## config.mk

```make
export PLATFORM = sky130hd
export DESIGN_NAME = fp_handshake_responder_flat
export DESIGN_NICKNAME = d
export VERILOG_FILES = /design/src/rtl/fp_handshake_responder_if.sv /design/src/rtl/fp_handshake_responder.sv /design/src/flat_wrapper.sv
export SDC_FILE = /design/constraint.sdc
export NUM_CORES = 1
export LEC_CHECK = 0
export BUFFER_PORTS_ARGS = -buffer_cell sky130_fd_sc_hd__buf_2
export CAP_MARGIN = 25
export CORE_AREA = 4 4 151 153
export CTS_BUF_LIST = sky130_fd_sc_hd__clkbuf_8
export CTS_CLUSTER_DIAMETER = 100
export DETAILED_ROUTE_END_ITERATION = 7
export DIE_AREA = 0 0 155 157
export PLACE_DENSITY = 0.66
export SKIP_LAST_GASP = 1
export SYNTH_ARGS = -nofsm -noshare
export SYNTH_HDL_FRONTEND = slang
export SYNTH_SLANG_ARGS = --single-unit
```

## constraint.sdc

```tcl
create_clock -name fpga_clk -period 2.3 [get_ports fpga_clk]
set_input_delay 0.345 -clock fpga_clk [delete_from_list [all_inputs] [get_ports fpga_clk]]
set_output_delay 0.345 -clock fpga_clk [all_outputs]
set_load 0.01 [all_outputs]
```

## src/rtl/fp_handshake_responder_if.sv

```systemverilog
// rtl/fp_handshake_responder_if.sv - operand/result stb/ack and core-launch signal bundle
interface fp_handshake_responder_if;
    logic [1:0]  process;
    logic [63:0] input_a;
    logic        input_a_stb;
    logic        input_a_ack;
    logic [63:0] input_b;
    logic        input_b_stb;
    logic        input_b_ack;
    logic        core_start;
    logic [63:0] core_a;
    logic [63:0] core_b;
    logic        core_double;
    logic        core_sqrt;
    logic        core_done;
    logic [63:0] core_z;
    logic [63:0] output_z;
    logic        output_z_stb;
    logic        output_z_ack;
    logic        timeout;

    modport slave (
        input  process, input_a, input_a_stb, input_b, input_b_stb,
        input  core_done, core_z, output_z_ack,
        output input_a_ack, input_b_ack, core_start, core_a, core_b,
        output core_double, core_sqrt, output_z, output_z_stb, timeout
    );

    modport master (
        output process, input_a, input_a_stb, input_b, input_b_stb,
        output core_done, core_z, output_z_ack,
        input  input_a_ack, input_b_ack, core_start, core_a, core_b,
        input  core_double, core_sqrt, output_z, output_z_stb, timeout
    );
endinterface

```

## src/rtl/fp_handshake_responder.sv

```systemverilog
// rtl/fp_handshake_responder.sv - FP unit responder: operand capture, core launch, watchdog, result hold
module fp_handshake_responder #(
    parameter int TIMEOUT = 1024
) (
    input  logic                    fpga_clk,
    input  logic                    rst,
    fp_handshake_responder_if.slave bus
);
    localparam int CW = $clog2(TIMEOUT + 1);
    localparam logic [63:0] NAN_S = 64'h0000_0000_7FC0_0000;
    localparam logic [63:0] NAN_D = 64'h7FF8_0000_0000_0000;

    typedef enum logic [2:0] {GET_A, GET_B, START, WAIT_CORE, PUT_Z} state_t;

    state_t         state_q, state_d;
    logic [63:0]    a_q, a_d, b_q, b_d, z_q, z_d;
    logic           dbl_q, dbl_d, sqrt_q, sqrt_d, to_q, to_d;
    logic [CW-1:0]  cnt_q, cnt_d;
    logic           a_ack_q, b_ack_q, start_q, z_stb_q;

    always_comb begin
        state_d = state_q;
        a_d     = a_q;
        b_d     = b_q;
        z_d     = z_q;
        dbl_d   = dbl_q;
        sqrt_d  = sqrt_q;
        to_d    = to_q;
        cnt_d   = cnt_q;
        case (state_q)
            GET_A: begin
                if (bus.input_a_stb && a_ack_q) begin
                    a_d    = bus.process[1] ? bus.input_a : {32'b0, bus.input_a[31:0]};
                    dbl_d  = bus.process[1];
                    sqrt_d = bus.process[0];
                    if (bus.process[0]) begin
                        b_d     = 64'b0;
                        state_d = START;
                    end else begin
                        state_d = GET_B;
                    end
                end
            end
            GET_B: begin
                if (bus.input_b_stb && b_ack_q) begin
                    b_d     = dbl_q ? bus.input_b : {32'b0, bus.input_b[31:0]};
                    state_d = START;
                end
            end
            START: begin
                cnt_d   = '0;
                state_d = WAIT_CORE;
            end
            WAIT_CORE: begin
                // The result must be visible TIMEOUT cycles after the launch pulse.
                cnt_d = cnt_q + CW'(1);
                if (bus.core_done) begin
                    z_d     = dbl_q ? bus.core_z : {32'b0, bus.core_z[31:0]};
                    to_d    = 1'b0;
                    state_d = PUT_Z;
                end else if (cnt_d == CW'(TIMEOUT - 1)) begin
                    z_d     = dbl_q ? NAN_D : NAN_S;
                    to_d    = 1'b1;
                    state_d = PUT_Z;
                end
            end
            PUT_Z: begin
                if (bus.output_z_ack) state_d = GET_A;
            end
            default: state_d = GET_A;
        endcase
    end

    // Handshake outputs are registered from the next state so they are glitch-free and zero in reset.
    always_ff @(posedge fpga_clk) begin
        if (rst) begin
            state_q <= GET_A;
            a_q     <= '0;
            b_q     <= '0;
            z_q     <= '0;
            dbl_q   <= 1'b0;
            sqrt_q  <= 1'b0;
            to_q    <= 1'b0;
            cnt_q   <= '0;
            a_ack_q <= 1'b0;
            b_ack_q <= 1'b0;
            start_q <= 1'b0;
            z_stb_q <= 1'b0;
        end else begin
            state_q <= state_d;
            a_q     <= a_d;
            b_q     <= b_d;
            z_q     <= z_d;
            dbl_q   <= dbl_d;
            sqrt_q  <= sqrt_d;
            to_q    <= to_d;
            cnt_q   <= cnt_d;
            a_ack_q <= (state_d == GET_A);
            b_ack_q <= (state_d == GET_B);
            start_q <= (state_d == START);
            z_stb_q <= (state_d == PUT_Z);
        end
    end

    assign bus.input_a_ack  = a_ack_q;
    assign bus.input_b_ack  = b_ack_q;
    assign bus.core_start   = start_q;
    assign bus.core_a       = a_q;
    assign bus.core_b       = b_q;
    assign bus.core_double  = dbl_q;
    assign bus.core_sqrt    = sqrt_q;
    assign bus.output_z     = z_q;
    assign bus.output_z_stb = z_stb_q;
    assign bus.timeout      = to_q;
endmodule

```

## src/flat_wrapper.sv

```systemverilog
// flat-port wrapper written by rule: the top's interface ports become plain ports
module fp_handshake_responder_flat 
#(
    parameter int TIMEOUT = 1024
)
  (fpga_clk, rst, bus_process, bus_input_a, bus_input_a_stb, bus_input_b, bus_input_b_stb, bus_core_done, bus_core_z, bus_output_z_ack, bus_input_a_ack, bus_input_b_ack, bus_core_start, bus_core_a, bus_core_b, bus_core_double, bus_core_sqrt, bus_output_z, bus_output_z_stb, bus_timeout);
  fp_handshake_responder_if bus_i ();
  input  logic fpga_clk;
  input  logic rst;
  input wire logic [$bits(bus_i.process)-1:0] bus_process;
  input wire logic [$bits(bus_i.input_a)-1:0] bus_input_a;
  input wire logic [$bits(bus_i.input_a_stb)-1:0] bus_input_a_stb;
  input wire logic [$bits(bus_i.input_b)-1:0] bus_input_b;
  input wire logic [$bits(bus_i.input_b_stb)-1:0] bus_input_b_stb;
  input wire logic [$bits(bus_i.core_done)-1:0] bus_core_done;
  input wire logic [$bits(bus_i.core_z)-1:0] bus_core_z;
  input wire logic [$bits(bus_i.output_z_ack)-1:0] bus_output_z_ack;
  output wire logic [$bits(bus_i.input_a_ack)-1:0] bus_input_a_ack;
  output wire logic [$bits(bus_i.input_b_ack)-1:0] bus_input_b_ack;
  output wire logic [$bits(bus_i.core_start)-1:0] bus_core_start;
  output wire logic [$bits(bus_i.core_a)-1:0] bus_core_a;
  output wire logic [$bits(bus_i.core_b)-1:0] bus_core_b;
  output wire logic [$bits(bus_i.core_double)-1:0] bus_core_double;
  output wire logic [$bits(bus_i.core_sqrt)-1:0] bus_core_sqrt;
  output wire logic [$bits(bus_i.output_z)-1:0] bus_output_z;
  output wire logic [$bits(bus_i.output_z_stb)-1:0] bus_output_z_stb;
  output wire logic [$bits(bus_i.timeout)-1:0] bus_timeout;
  assign bus_i.process = bus_process;
  assign bus_i.input_a = bus_input_a;
  assign bus_i.input_a_stb = bus_input_a_stb;
  assign bus_i.input_b = bus_input_b;
  assign bus_i.input_b_stb = bus_input_b_stb;
  assign bus_i.core_done = bus_core_done;
  assign bus_i.core_z = bus_core_z;
  assign bus_i.output_z_ack = bus_output_z_ack;
  assign bus_input_a_ack = bus_i.input_a_ack;
  assign bus_input_b_ack = bus_i.input_b_ack;
  assign bus_core_start = bus_i.core_start;
  assign bus_core_a = bus_i.core_a;
  assign bus_core_b = bus_i.core_b;
  assign bus_core_double = bus_i.core_double;
  assign bus_core_sqrt = bus_i.core_sqrt;
  assign bus_output_z = bus_i.output_z;
  assign bus_output_z_stb = bus_i.output_z_stb;
  assign bus_timeout = bus_i.timeout;
  fp_handshake_responder #(.TIMEOUT(TIMEOUT)) u_core (.fpga_clk(fpga_clk), .rst(rst), .bus(bus_i));
endmodule
```

# Word level (Yosys, flattened, before mapping)
# Cells that the tools add are included.
[totals]
in_bits = 200
register_bits = 213
[op_classes]
eq_ne = 11
muxes = 20
reduce_logical = 10
addsub = 1
[ops]
columns = ["op", "n"]
rows = [
  ["$mux W64", 8],
  ["$pmux W64 S2", 1],
  ["$mux W63", 1],
  ["$pmux W11 S2", 1],
  ["$mux W3", 5],
  ["$pmux W3 S5", 1],
  ["$add A11 B1 Y11 const B", 1],
  ["$eq A11 B10 Y1 const B", 1],
  ["$eq A3 B2 Y1 const B", 3],
  ["$eq A3 B1 Y1 const B", 2],
  ["$eq A3 B3 Y1 const B", 2],
  ["$logic_not A3 Y1", 2],
  ["$reduce_bool A2 Y1", 3],
  ["$ne A2 B1 Y1 const B", 2],
  ["$reduce_and A2 Y1", 2],
  ["$reduce_and A4 Y1", 1],
  ["$logic_and A1 B1 Y1", 2],
  ["$mux W1", 2],
  ["$mux W2", 1],
  ["$ne A2 B2 Y1 const B", 1],
]

# Logic depth before layout (Yosys ltp)
# Gate-level depths: netlist of run 1.
[depth]
depth_word = 6
depth_mapped = 9
mapped_depth_nobuf = 7

# Least setup slack after synthesis of run 1
# OpenSTA, ideal clock, no wires.
[synth_timing]
kind = "reg-to-reg"
start = "register u_core.cnt_q[1]"
end = "register u_core.z_q[55], in the netlist u_core.bus.output_z[55]"
arrival_ns = 2.106
path_stages_with_launch = 9
t_required_ns = 2.179
n_path_buf = 1
setup_slack_ns = 0.073
cell_sequence = "dfxtp_1 -> ha_1 -> and3_1 -> nand3_2 -> xnor2_1 -> a41o_1 -> nand3_4 -> buf_6 -> mux2_4"
[synth_via]
elab_chain_len = 4
[synth_rtl]
columns = ["element", "line_no", "source"]
rows = [
  ["start, declared", "fp_handshake_responder.sv:18", "logic [CW-1:0] cnt_q, cnt_d;"],
  ["start signal, assigned", "fp_handshake_responder.sv:97", "cnt_q <= cnt_d;"],
  ["$add A11 B1 Y11", "fp_handshake_responder.sv:56", "cnt_d = cnt_q + CW'(1);"],
  ["$eq A11 B10 Y1", "fp_handshake_responder.sv:61", "end else if (cnt_d == CW'(TIMEOUT - 1)) begin"],
  ["$reduce_bool A2 Y1 (no line)", "-", ""],
  ["$reduce_and A2 Y1 (no line)", "-", ""],
  ["end signal, assigned", "fp_handshake_responder.sv:93", "z_q <= z_d;"],
  ["end, declared", "fp_handshake_responder.sv:16", "logic [63:0] a_q, a_d, b_q, b_d, z_q, z_d;"],
]
# No other way between the ends.
# A chain may end at the register's enable or synchronous reset.

# Final worst setup path of run 1
[layout_timing]
start = "register u_core.cnt_q[1]"
end = "register u_core.z_q[29], in the netlist u_core.bus.output_z[29]"
# Same word-level chain as after synthesis.

==> out/metrics.cfg, run 1 <==
[setup_path]
critPathKind = reg2reg
r2r-end = u_core.bus.output_z[29]$_SDFFE_PP0P_
endpoint_kind = flip-flop
r2r-start = u_core.cnt_q[1]$_SDFFE_PP0P_
crit_start = u_core.cnt_q[1]$_SDFFE_PP0P_
critPathMaxFanout = 12
required_ps = 2720
crit_end = u_core.bus.output_z[29]$_SDFFE_PP0P_
regToRegSetupSlack_ps = 110
ff2ff_path_depth = 8
start_kind = flip-flop
cp_data_arrival_time_ps = 2610

[timing]
hold_viol = 0
setup_viol = 0
rsz0062_at_grt = no
slew_headroom_pct = 58.8
fmax_mhz = 456
period_minus_slack_ps = 2190
worstMarginPinSlew_ps = 615
drv_slew = 0
setup_slack_ps = 105
skew_ps = 12.3
final.period_utilization_pct = 95.4

[power_and_ir_drop]
finalPower_mw = 8.05
p_clk_share_pct = 43.3
p_leak_nw = 5.27
intPower_mw = 6.01
p_per_area_mw_per_mm2 = 714
power_frac_seq_pct = 47.3
swShare_pct = 25.3
peakVddDrop_mv = 0.463
p_sw_mw = 2.04
p_comb_share_pct = 9.3

[floorplanning]
coreArea_mm2 = 0.0216
die_y_um = 157
dieArea_mm2 = 0.0243
start_util_pct = 37.5
die_w_um = 155
num_rows = 54
io_pins = 399

[global_route]
antenna_found_initial = 1
grt_pass1_wl_mm = 40.0
grt_max_degree = 79
grt_pass1_vias = 7728
overflow = 0
track_usage_pct = 19.8

[route]
drtPass1Iterations = 5
routed_wl_mm = 26.3
drc = 0
num_vias = 8132
drt_iter0_markers = 453
wl_per_cell_um = 16.3
ant_nets = 0
vias_per_cell = 5.02

[status]
status = finished clean

[cts]
cts_sinks = 213
cts_made_buffers = 37
clk_path_buf_depth = 3
clock_latency_ps = 510
h-tree-depth = 2
cts_root_buffer = clkbuf_8
path_clk_slew_ps = 60
cts_tree = yes

[layout]
final_common_cell = buf_2
drive_above_1_share_pct = 38.5
final_cell_mix = buf_2, dfxtp_1, nand2_1
antenna_cells = 0
nets = 1514
synthToLayoutAreaGrowth_pct = 39.5

[logic_synthesis]
synth_area_mm2 = 0.00808
ys_ff_latch = 213
avgSynthCellArea_um2 = 8.74
synth.yosys.seq_area_share_pct = 52.7
ys_warn_count = 0
synth_nets = 1127
ys_types = 48
postSynthCellCount = 925

[hold_path]
min_path_type = in2reg

[place]
dp_hpwl_mm = 18.3
port_buffers = 398
gp_congestion = 0.844
pre_cts_ws_ps = -59.4

[job]
max-cap-violations = 0

==> flip-flops by register name (all words and copies together), names as in the netlist, 3 cells and up <==
| signal | cells |
|---|---|
| u_core.state_q | 3 |
| u_core.cnt_q | 11 |
| u_core.bus.output_z | 64 |
| u_core.bus.core_b | 64 |
| u_core.bus.core_a | 64 |
==> how the worst min path moves through the flow <==
| stage | from | to | slack, ps | depth (start not counted) |
|---|---|---|---|---|
| floorplan | u_core.bus.core_b[32]$_SDFFE_PP0P_ | u_core.bus.core_b[32]$_SDFFE_PP0P_ | 480 | 2 |
| global placement | u_core.bus.core_b[42]$_SDFFE_PP0P_ | u_core.bus.core_b[42]$_SDFFE_PP0P_ | 430 | 2 |
| detailed placement | u_core.bus.core_a[37]$_SDFFE_PP0P_ | u_core.bus.core_a[37]$_SDFFE_PP0P_ | 440 | 2 |
| CTS | bus_core_z[9] | u_core.bus.output_z[9]$_SDFFE_PP0P_ | 20 | 2 |
| global route | bus_core_z[12] | u_core.bus.output_z[12]$_SDFFE_PP0P_ | 20 | 2 |
| finish | bus_core_z[9] | u_core.bus.output_z[9]$_SDFFE_PP0P_ | 50 | 2 |
==> power groups by stage <==
stage / logic [mW] / clock network [mW] / registers (mW)
global placement: 0.753 / 0 / 3.89
detailed placement: 0.753 / 0 / 3.89
global route: 0.827 / 3.77 / 3.82
finish: 0.753 / 3.49 / 3.81
CTS: 0.756 / 3.61 / 3.81
floorplan: 0.336 / 0 / 3.92
==> logic make-up after synthesis <==
logic type / after synthesis / synth area share (%)
DFF: 213 / 52.7
buffers and inverters: 85 / 4.40
xor gates and xnor gates: 4 / 0.433
AOI/OAI and AO/OA: 227 / 17.5
adders and majority gates: 2 / 0.310
muxes: 32 / 4.52
and+or+nand+nor: 362 / 20.1
==> cells in the mapped netlist, drive strengths merged <==
cell type / number / area [µm²]
dfxtp: 213 / 4260
nand2: 169 / 634
a21oi: 123 / 616
nand3: 69 / 363
nor2: 65 / 246
clkbuf: 64 / 240
a22oi: 33 / 248
a22o: 23 / 201
nand2b: 21 / 131
mux2i: 20 / 200
buf: 17 / 100
o21ai: 17 / 85.1
nor2b: 14 / 87.6
mux2: 12 / 165
a31oi: 11 / 83.8
a211oi: 9 / 67.6
nor3: 7 / 35.0
and3: 4 / 25.0
inv: 4 / 15.0
nand4: 3 / 25.0
nor4: 3 / 25.0
a21o: 2 / 15.0
a311oi: 2 / 17.5
a31o: 2 / 17.5
ha: 2 / 25.0
nand3b: 2 / 15.0
xnor2: 2 / 17.5
xor2: 2 / 17.5
a311o: 1 / 10.0
a41o: 1 / 10.0
and2: 1 / 6.26
and4: 1 / 8.76
and4b: 1 / 10.0
nor3b: 1 / 7.51
o21a: 1 / 7.51
o31a: 1 / 17.5
o32ai: 1 / 16.3
or2: 1 / 6.26
==> routing by layer <==
layer  global-route usage, %  vias up  routed length (µm)  part of all wire, %
met4                    6.73        2                 728                  2.8
met5                       0        -                  13                0.049
li1                        -     3965                   -                    -
met2                    33.2      354               12600                   48
met3                    6.52       61                2520                  9.6
met1                    24.0     3750               10500                   40
==> metrics by stage <==
step / hold WS, ps / utilization (%) / TNS, ps / instance area [µm²] / std cells
floorplan: 476 / - / 0 / 8080 / 925
global placement: 434 / 48.3 / 0 / 10400 / 1544
detailed placement: 440 / 48.3 / -437 / 10400 / 1544
CTS: 15.9 / 51.9 / 0 / 11200 / 1612
global route: 21.0 / 52.3 / 0 / 11300 / 1620
finish: 49.9 / 52.3 / 0 / 11300 / 1620
==> critical path, cell delays in order, from the launching register on <==
cell and delay (ps):
dfxtp_1 340, buf_4 170, and4b_1 200, a31o_1 190, a311o_1 360, o31a_4 130, buf_4 190, and3_2 310
a211oi_1 230
==> area by class of cell <==
type | instances | area, µm²
Multi-Input combinational cell | 627 | 3530
Timing Repair Buffer | 429 | 2350
Inverter | 4 | 15.0
Clock buffer | 50 | 688
Sequential cell | 213 | 4260
Fill cell | 2074 | 10300
Clock inverter | 17 | 76.3
Tap cell | 280 | 350
==> what timing repair did <==
| action | in CTS | in global routing |
|---|---|---|
| resized for setup | 2 | 6 |
| buffers inserted | 1 | 8 |
| hold buffers | 0 | 0 |
| endpoints found under the setup margin | 32 | 66 |
| pin swaps | 1 | 2 |
(Power assumes the default switching activity.)
==> run 2, diff against run 1 <==
--- a/config.mk
+++ b/config.mk
@@ -12,7 +12,7 @@
 export CTS_CLUSTER_DIAMETER = 100
 export DETAILED_ROUTE_END_ITERATION = 7
 export DIE_AREA = 0 0 155 157
-export PLACE_DENSITY = 0.66
+export PLACE_DENSITY = 0.67
 export SKIP_LAST_GASP = 1
 export SYNTH_ARGS = -nofsm -noshare
 export SYNTH_HDL_FRONTEND = slang
==> run 2 against run 1 <==
Against the previous run:
- clock-buffer cell count down 1
- worst hold slack worse by 5.3 ps
- clock power up 4%
- clock skew up 12 ps
- total power up 1.7%
- register-to-register slack about the same
- flip-flop and latch count unchanged
- fmax up 0.50%
- first-iteration DRC count up 24%
- combinational power down 2%
- highest routed layer unchanged
==> out/metrics.cfg, run 2 (synthesized netlist as in run 1, its figures left out) <==
[setup_path]
start_kind = flip-flop  ; unchanged
critPathMaxFanout = 12  ; unchanged
regToRegSetupSlack_ps = 120  ; was 110 ps
ff2ff_path_depth = 7  ; was 8
endpoint_kind = flip-flop  ; unchanged
r2r-end = u_core.bus.output_z[24]$_SDFFE_PP0P_  ; was u_core.bus.output_z[29]$_SDFFE_PP0P_
critPathKind = reg2reg  ; unchanged
r2r-start = u_core.cnt_q[3]$_SDFFE_PP0P_  ; was u_core.cnt_q[1]$_SDFFE_PP0P_
crit_start = u_core.cnt_q[3]$_SDFFE_PP0P_  ; was u_core.cnt_q[1]$_SDFFE_PP0P_
cp_data_arrival_time_ps = 2610  ; about the same
required_ps = 2730  ; was 2720 ps

[route]
drt_iter0_markers = 560  ; was 453
wl_per_cell_um = 16.2  ; was 16.3 µm
drc = 0  ; unchanged
routed_wl_mm = 26.3  ; about the same
drtPass1Iterations = 4  ; was 5
num_vias = 8014  ; was 8132
vias_per_cell = 4.94  ; was 5.02
ant_nets = 0  ; unchanged

[hold_path]
hold_depth = 2  ; unchanged
hold_start = bus_core_z[7]  ; was bus_core_z[9]
holdPathEnd = u_core.bus.output_z[7]$_SDFFE_PP0P_  ; was u_core.bus.output_z[9]$_SDFFE_PP0P_
min_path_type = in2reg  ; unchanged

[global_route]
antenna_found_initial = 2  ; was 1
grt_pass1_wl_mm = 40.5  ; was 40.0 mm
grt_pass1_vias = 7774  ; was 7728
grt_max_degree = 79  ; unchanged
track_usage_pct = 20.1  ; was 19.8%
overflow = 0  ; unchanged

[timing]
final.period_utilization_pct = 94.9  ; was 95.4%
tns_ps = 0  ; unchanged
worstMarginPinSlew_ps = 723  ; was 615 ps
skew_ps = 24.7  ; was 12.3 ps
setup_viol = 0  ; unchanged
rsz0062_at_grt = yes  ; was no
drv_slew = 0  ; unchanged
slew_headroom_pct = 51.8  ; was 58.8%
setup_slack_ps = 116  ; was 105 ps
hold_viol = 0  ; unchanged
period_minus_slack_ps = 2180  ; was 2190 ps
fmax_mhz = 458  ; was 456 MHz

[layout]
stdcell_count = 1622  ; was 1620
regArea_mm2 = 0.00426  ; unchanged
fillerInstances = 2055  ; was 2074
drive_above_1_share_pct = 37.9  ; was 38.5%
antenna_cells = 0  ; unchanged
final_common_cell = buf_2  ; unchanged
final_cell_mix = buf_2, dfxtp_1, nand2_1  ; unchanged
nets = 1515  ; was 1514
multi_input_area_mm2 = 0.00350  ; was 0.00353 mm²
synthToLayoutAreaGrowth_pct = 39.5  ; about the same
utilization_pct = 52.3  ; about the same

[floorplanning]
die_y_um = 157  ; unchanged
start_util_pct = 37.5  ; unchanged
io_pins = 399  ; unchanged
coreArea_mm2 = 0.0216  ; unchanged
die_w_um = 155  ; unchanged
dieArea_mm2 = 0.0243  ; unchanged
num_rows = 54  ; unchanged

[power_and_ir_drop]
swShare_pct = 25.4  ; was 25.3%
p_comb_share_pct = 9.0  ; was 9.3%
p_sw_mw = 2.08  ; was 2.04 mW
p_leak_nw = 5.30  ; was 5.27 nW
peakVddDrop_mv = 0.471  ; was 0.463 mV
finalPower_mw = 8.19  ; was 8.05 mW
intPower_mw = 6.11  ; was 6.01 mW
p_per_area_mw_per_mm2 = 726  ; was 714 mW/mm²
power_frac_seq_pct = 46.6  ; was 47.3%
p_clk_share_pct = 44.4  ; was 43.3%

[place]
pre_cts_ws_ps = 87.7  ; was -59.4 ps
dp_cells = 1548  ; was 1544
dp_hpwl_mm = 18.5  ; was 18.3 mm
gp_congestion = 0.833  ; was 0.844
port_buffers = 398  ; unchanged

[cts]
h-tree-depth = 2  ; unchanged
cts_root_buffer = clkbuf_8  ; unchanged
cts_sinks = 213  ; unchanged
clock_latency_ps = 520  ; was 510 ps
cts_tree = yes  ; unchanged
clk_path_buf_depth = 3  ; unchanged
cts_made_buffers = 39  ; was 37
path_clk_slew_ps = 60  ; about the same

[job]
max-cap-violations = 0  ; unchanged

[status]
status = finished clean  ; unchanged

run 2: power by group through the flow:
| stage | logic [mW] | clock network (mW) | registers, mW |
|---|---|---|---|
| 6_report | 0.738 | 3.64 | 3.82 |
| 5_1_grt | 0.815 | 3.93 | 3.82 |
| 4_1_cts | 0.741 | 3.75 | 3.82 |
| 3_5_place_dp | 0.736 | 0 | 3.90 |
| 3_3_place_gp | 0.735 | 0 | 3.89 |
| 2_1_floorplan | 0.336 | 0 | 3.92 |
run 2: layout make-up:
cell class              instances  share of cell area, %
clock buffers                  49                   5.98
clock inverters                21                   1.09
inverters                       4                  0.133
multi-input cells             627                   31.0
flip-flops and latches        213                   37.8
well taps                     280                   3.11
repair buffers                428                   20.8
run 2: critical path, stage by stage (launching register included):
cell      delay, ps
dfxtp_1         420
and4_1          360
a31oi_1         130
a311o_1         350
o31a_4          130
buf_4           180
and3_2          290
a211oi_1        220
run 2: how the worst max path moves through the flow:
stage / depth (start not counted) / end
finish: 7 / u_core.bus.output_z[24]$_SDFFE_PP0P_
global route: 7 / u_core.bus.output_z[22]$_SDFFE_PP0P_
CTS: 8 / u_core.bus.output_z[32]$_SDFFE_PP0P_
detailed placement: 8 / u_core.bus.output_z[24]$_SDFFE_PP0P_
global placement: 8 / u_core.bus.output_z[24]$_SDFFE_PP0P_
floorplan: 8 / u_core.bus.output_z[55]$_SDFFE_PP0P_
run 2: repair_timing:
action,CTS,global route
hold buffers,1,0
setup buffers,0,3
setup endpoints to repair,0,32
hold endpoints to repair,1,0
resized for setup,0,1
run 2: per-stage QoR:
step / area, µm² / hold slack, ps
6_report: 11300 / 44.7
5_1_grt: 11300 / 9.55
4_1_cts: 11200 / 1.46
3_5_place_dp: 10400 / 440
3_3_place_gp: 10400 / 435
2_1_floorplan: 8080 / 476
run 2: per-layer routing:
metal	global-route usage (%)	vias up	share of wire, %
li1	-	3957	-
met1	24.8	3670	40
met2	33.1	334	48
met3	6.76	51	9.5
met4	6.48	2	2.3
met5	0	-	0.027
==> run 3, diff against run 2 <==
--- a/config.mk
+++ b/config.mk
@@ -13,6 +13,7 @@
 export DETAILED_ROUTE_END_ITERATION = 7
 export DIE_AREA = 0 0 155 157
 export PLACE_DENSITY = 0.67
+export RECOVER_POWER = 100
 export SKIP_LAST_GASP = 1
 export SYNTH_ARGS = -nofsm -noshare
 export SYNTH_HDL_FRONTEND = slang
==> run 3 against run 2 <==
Against the previous run:
- via count grew 0.91%
- die area is the same
- combinational power shrank 4.2%
- largest power group unchanged
- largest cell class unchanged
- core utilization shrank 1.5 points
- critical path type unchanged
- non-clock buffer count is the same
==> out/metrics.cfg, run 3 (synthesized netlist as in run 1, its figures left out) <==
[place]
dp_cells = 1548  ; unchanged
port_buffers = 398  ; unchanged
place_area_mm2 = 0.0104  ; unchanged
dp_hpwl_mm = 18.5  ; unchanged
gp_congestion = 0.833  ; unchanged

[setup_path]
start_kind = flip-flop  ; unchanged
critPathMaxFanout = 23  ; was 12
required_ps = 2700  ; was 2730 ps
endpoint_kind = flip-flop  ; unchanged
critPathKind = reg2reg  ; unchanged
cp_data_arrival_time_ps = 2590  ; was 2610 ps

[layout]
antenna_cells = 0  ; unchanged
stdcell_count = 1622  ; unchanged
nets = 1515  ; unchanged
stdcell_area_mm2 = 0.0110  ; was 0.0113 mm²
synthToLayoutAreaGrowth_pct = 35.5  ; was 39.5%
final_common_cell = dfxtp_1  ; was buf_2
drive_above_1_share_pct = 22.3  ; was 37.9%
final_cell_mix = dfxtp_1, clkbuf_1, buf_2  ; was buf_2, dfxtp_1, nand2_1

[cts]
clock_latency_ps = 520  ; about the same
cts_made_buffers = 39  ; unchanged
h-tree-depth = 2  ; unchanged
cts_tree = yes  ; unchanged
path_clk_slew_ps = 60  ; about the same
cts_sinks = 213  ; unchanged
cts_root_buffer = clkbuf_8  ; unchanged
clk_path_buf_depth = 3  ; unchanged

[global_route]
met2_usage_pct = 33.1  ; unchanged
overflow = 0  ; unchanged
grt.busiest_layer = met2  ; unchanged
track_usage_pct = 20.1  ; unchanged
grt_pass1_vias = 7774  ; unchanged
grt_pass1_wl_mm = 40.5  ; unchanged
antenna_found_initial = 2  ; unchanged
met1_usage_pct = 24.8  ; unchanged
gr-usage-met3_pct = 6.76  ; unchanged
grt_max_degree = 79  ; unchanged

[timing]
period_minus_slack_ps = 2180  ; about the same
final.period_utilization_pct = 95.0  ; was 94.9%
drv_slew = 0  ; unchanged
rsz0062_at_grt = yes  ; unchanged
hold_viol = 0  ; unchanged
skew_ps = 23.4  ; was 24.7 ps
fmax_mhz = 458  ; about the same
worstMarginPinSlew_ps = 764  ; was 723 ps
setup_viol = 0  ; unchanged
slew_headroom_pct = 49.1  ; was 51.8%

[floorplanning]
die_w_um = 155  ; unchanged
start_util_pct = 37.5  ; unchanged
die_y_um = 157  ; unchanged
dieArea_mm2 = 0.0243  ; unchanged
num_rows = 54  ; unchanged
io_pins = 399  ; unchanged
coreArea_mm2 = 0.0216  ; unchanged

[route]
drt_iter0_markers = 570  ; was 560
vias_per_cell = 4.99  ; was 4.94
routed_wl_mm = 26.4  ; was 26.3 mm
ant_nets = 0  ; unchanged
drc = 0  ; unchanged
drtPass1Iterations = 5  ; was 4
wl_per_cell_um = 16.3  ; was 16.2 µm
num_vias = 8087  ; was 8014

[hold_path]
min_path_type = in2reg  ; unchanged

[power_and_ir_drop]
p_leak_nw = 4.39  ; was 5.30 nW
p_per_area_mw_per_mm2 = 746  ; was 726 mW/mm²
peakVddDrop_mv = 0.476  ; was 0.471 mV

[status]
status = finished clean  ; unchanged

[job]
max-cap-violations = 0  ; unchanged

==> run 3: cell count changes in the layout (fill, tap and decap cells not counted), moves of 2 or more <==
cell      change
mux2_4        -8
buf_2       -199
buf_12        -2
buf_6         +2
buf_4         -4
clkbuf_4      +2
clkbuf_1    +201
mux2_1        +8
==> run 3: routing by layer <==
| layer | routed length [µm] | vias to the layer above |
|---|---|---|
| li1 | - | 3964 |
| met1 | 10700 | 3746 |
| met2 | 12600 | 323 |
| met3 | 2420 | 52 |
| met4 | 609 | 2 |
| met5 | 7 | - |
==> run 3: final timing paths <==
path                                       from                                   end  slack (ps)  cells past startpoint
min reg2reg  u_core.bus.core_b[60]$_SDFFE_PP0P_    u_core.bus.core_b[60]$_SDFFE_PP0P_         450                      2
max reg2reg        u_core.cnt_q[1]$_SDFFE_PP0P_  u_core.bus.output_z[31]$_SDFFE_PP0P_         120                      9
max                u_core.cnt_q[1]$_SDFFE_PP0P_  u_core.bus.output_z[31]$_SDFFE_PP0P_         120                      9
min                               bus_core_z[9]   u_core.bus.output_z[9]$_SDFFE_PP0P_          50                      2
==> run 3: cell type report <==
class / count / area, µm²
repair buffers: 428 / 2080
multi-input cells: 627 / 3450
flip-flops and latches: 213 / 4260
clock inverters: 21 / 123
inverters: 4 / 15.0
clock buffers: 49 / 674
well taps: 280 / 350
fillers: 2182 / 10600
==> run 3: what timing repair did <==
item                                    4_1_cts  5_1_grt
resized for setup                             0        1
endpoints found under the setup margin        0       32
hold buffers                                  1        0
endpoints found under the hold margin         1        0
setup buffers                                 0        3
==> run 3: power breakdown <==
group / total [mW] / switching (mW) / internal, mW
combinational: 0.707 / 0.436 / 0.272
sequential: 3.82 / 0.0498 / 3.77
clock: 3.64 / 1.60 / 2.04
==> run 3: through the flow <==
| stage | worst slack (ps) | TNS, ps | utilization (%) | total power, mW | hold slack, ps |
|---|---|---|---|---|---|
| after floorplan | 73.1 | 0 | - | 4.26 | 476 |
| after detailed placement | 87.7 | 0 | 48.3 | 4.63 | 440 |
| after CTS | 73.3 | 0 | 52.1 | 8.31 | 1.46 |
| after global routing | -9.99 | -9.99 | 50.8 | 8.54 | 9.56 |
| final | 116 | 0 | 50.8 | 8.17 | 45.8 |
| after global placement | 147 | 0 | 48.3 | 4.63 | 435 |
==> run 3: critical path, stage by stage, from the launching register on <==
cell and delay [ps]:
dfxtp_1 330, ha_1 310, and3_1 240, nand3_2 100, xnor2_1 150, a41o_1 250
buf_4 220, a31oi_4 110, buf_12 170, a22o_1 180
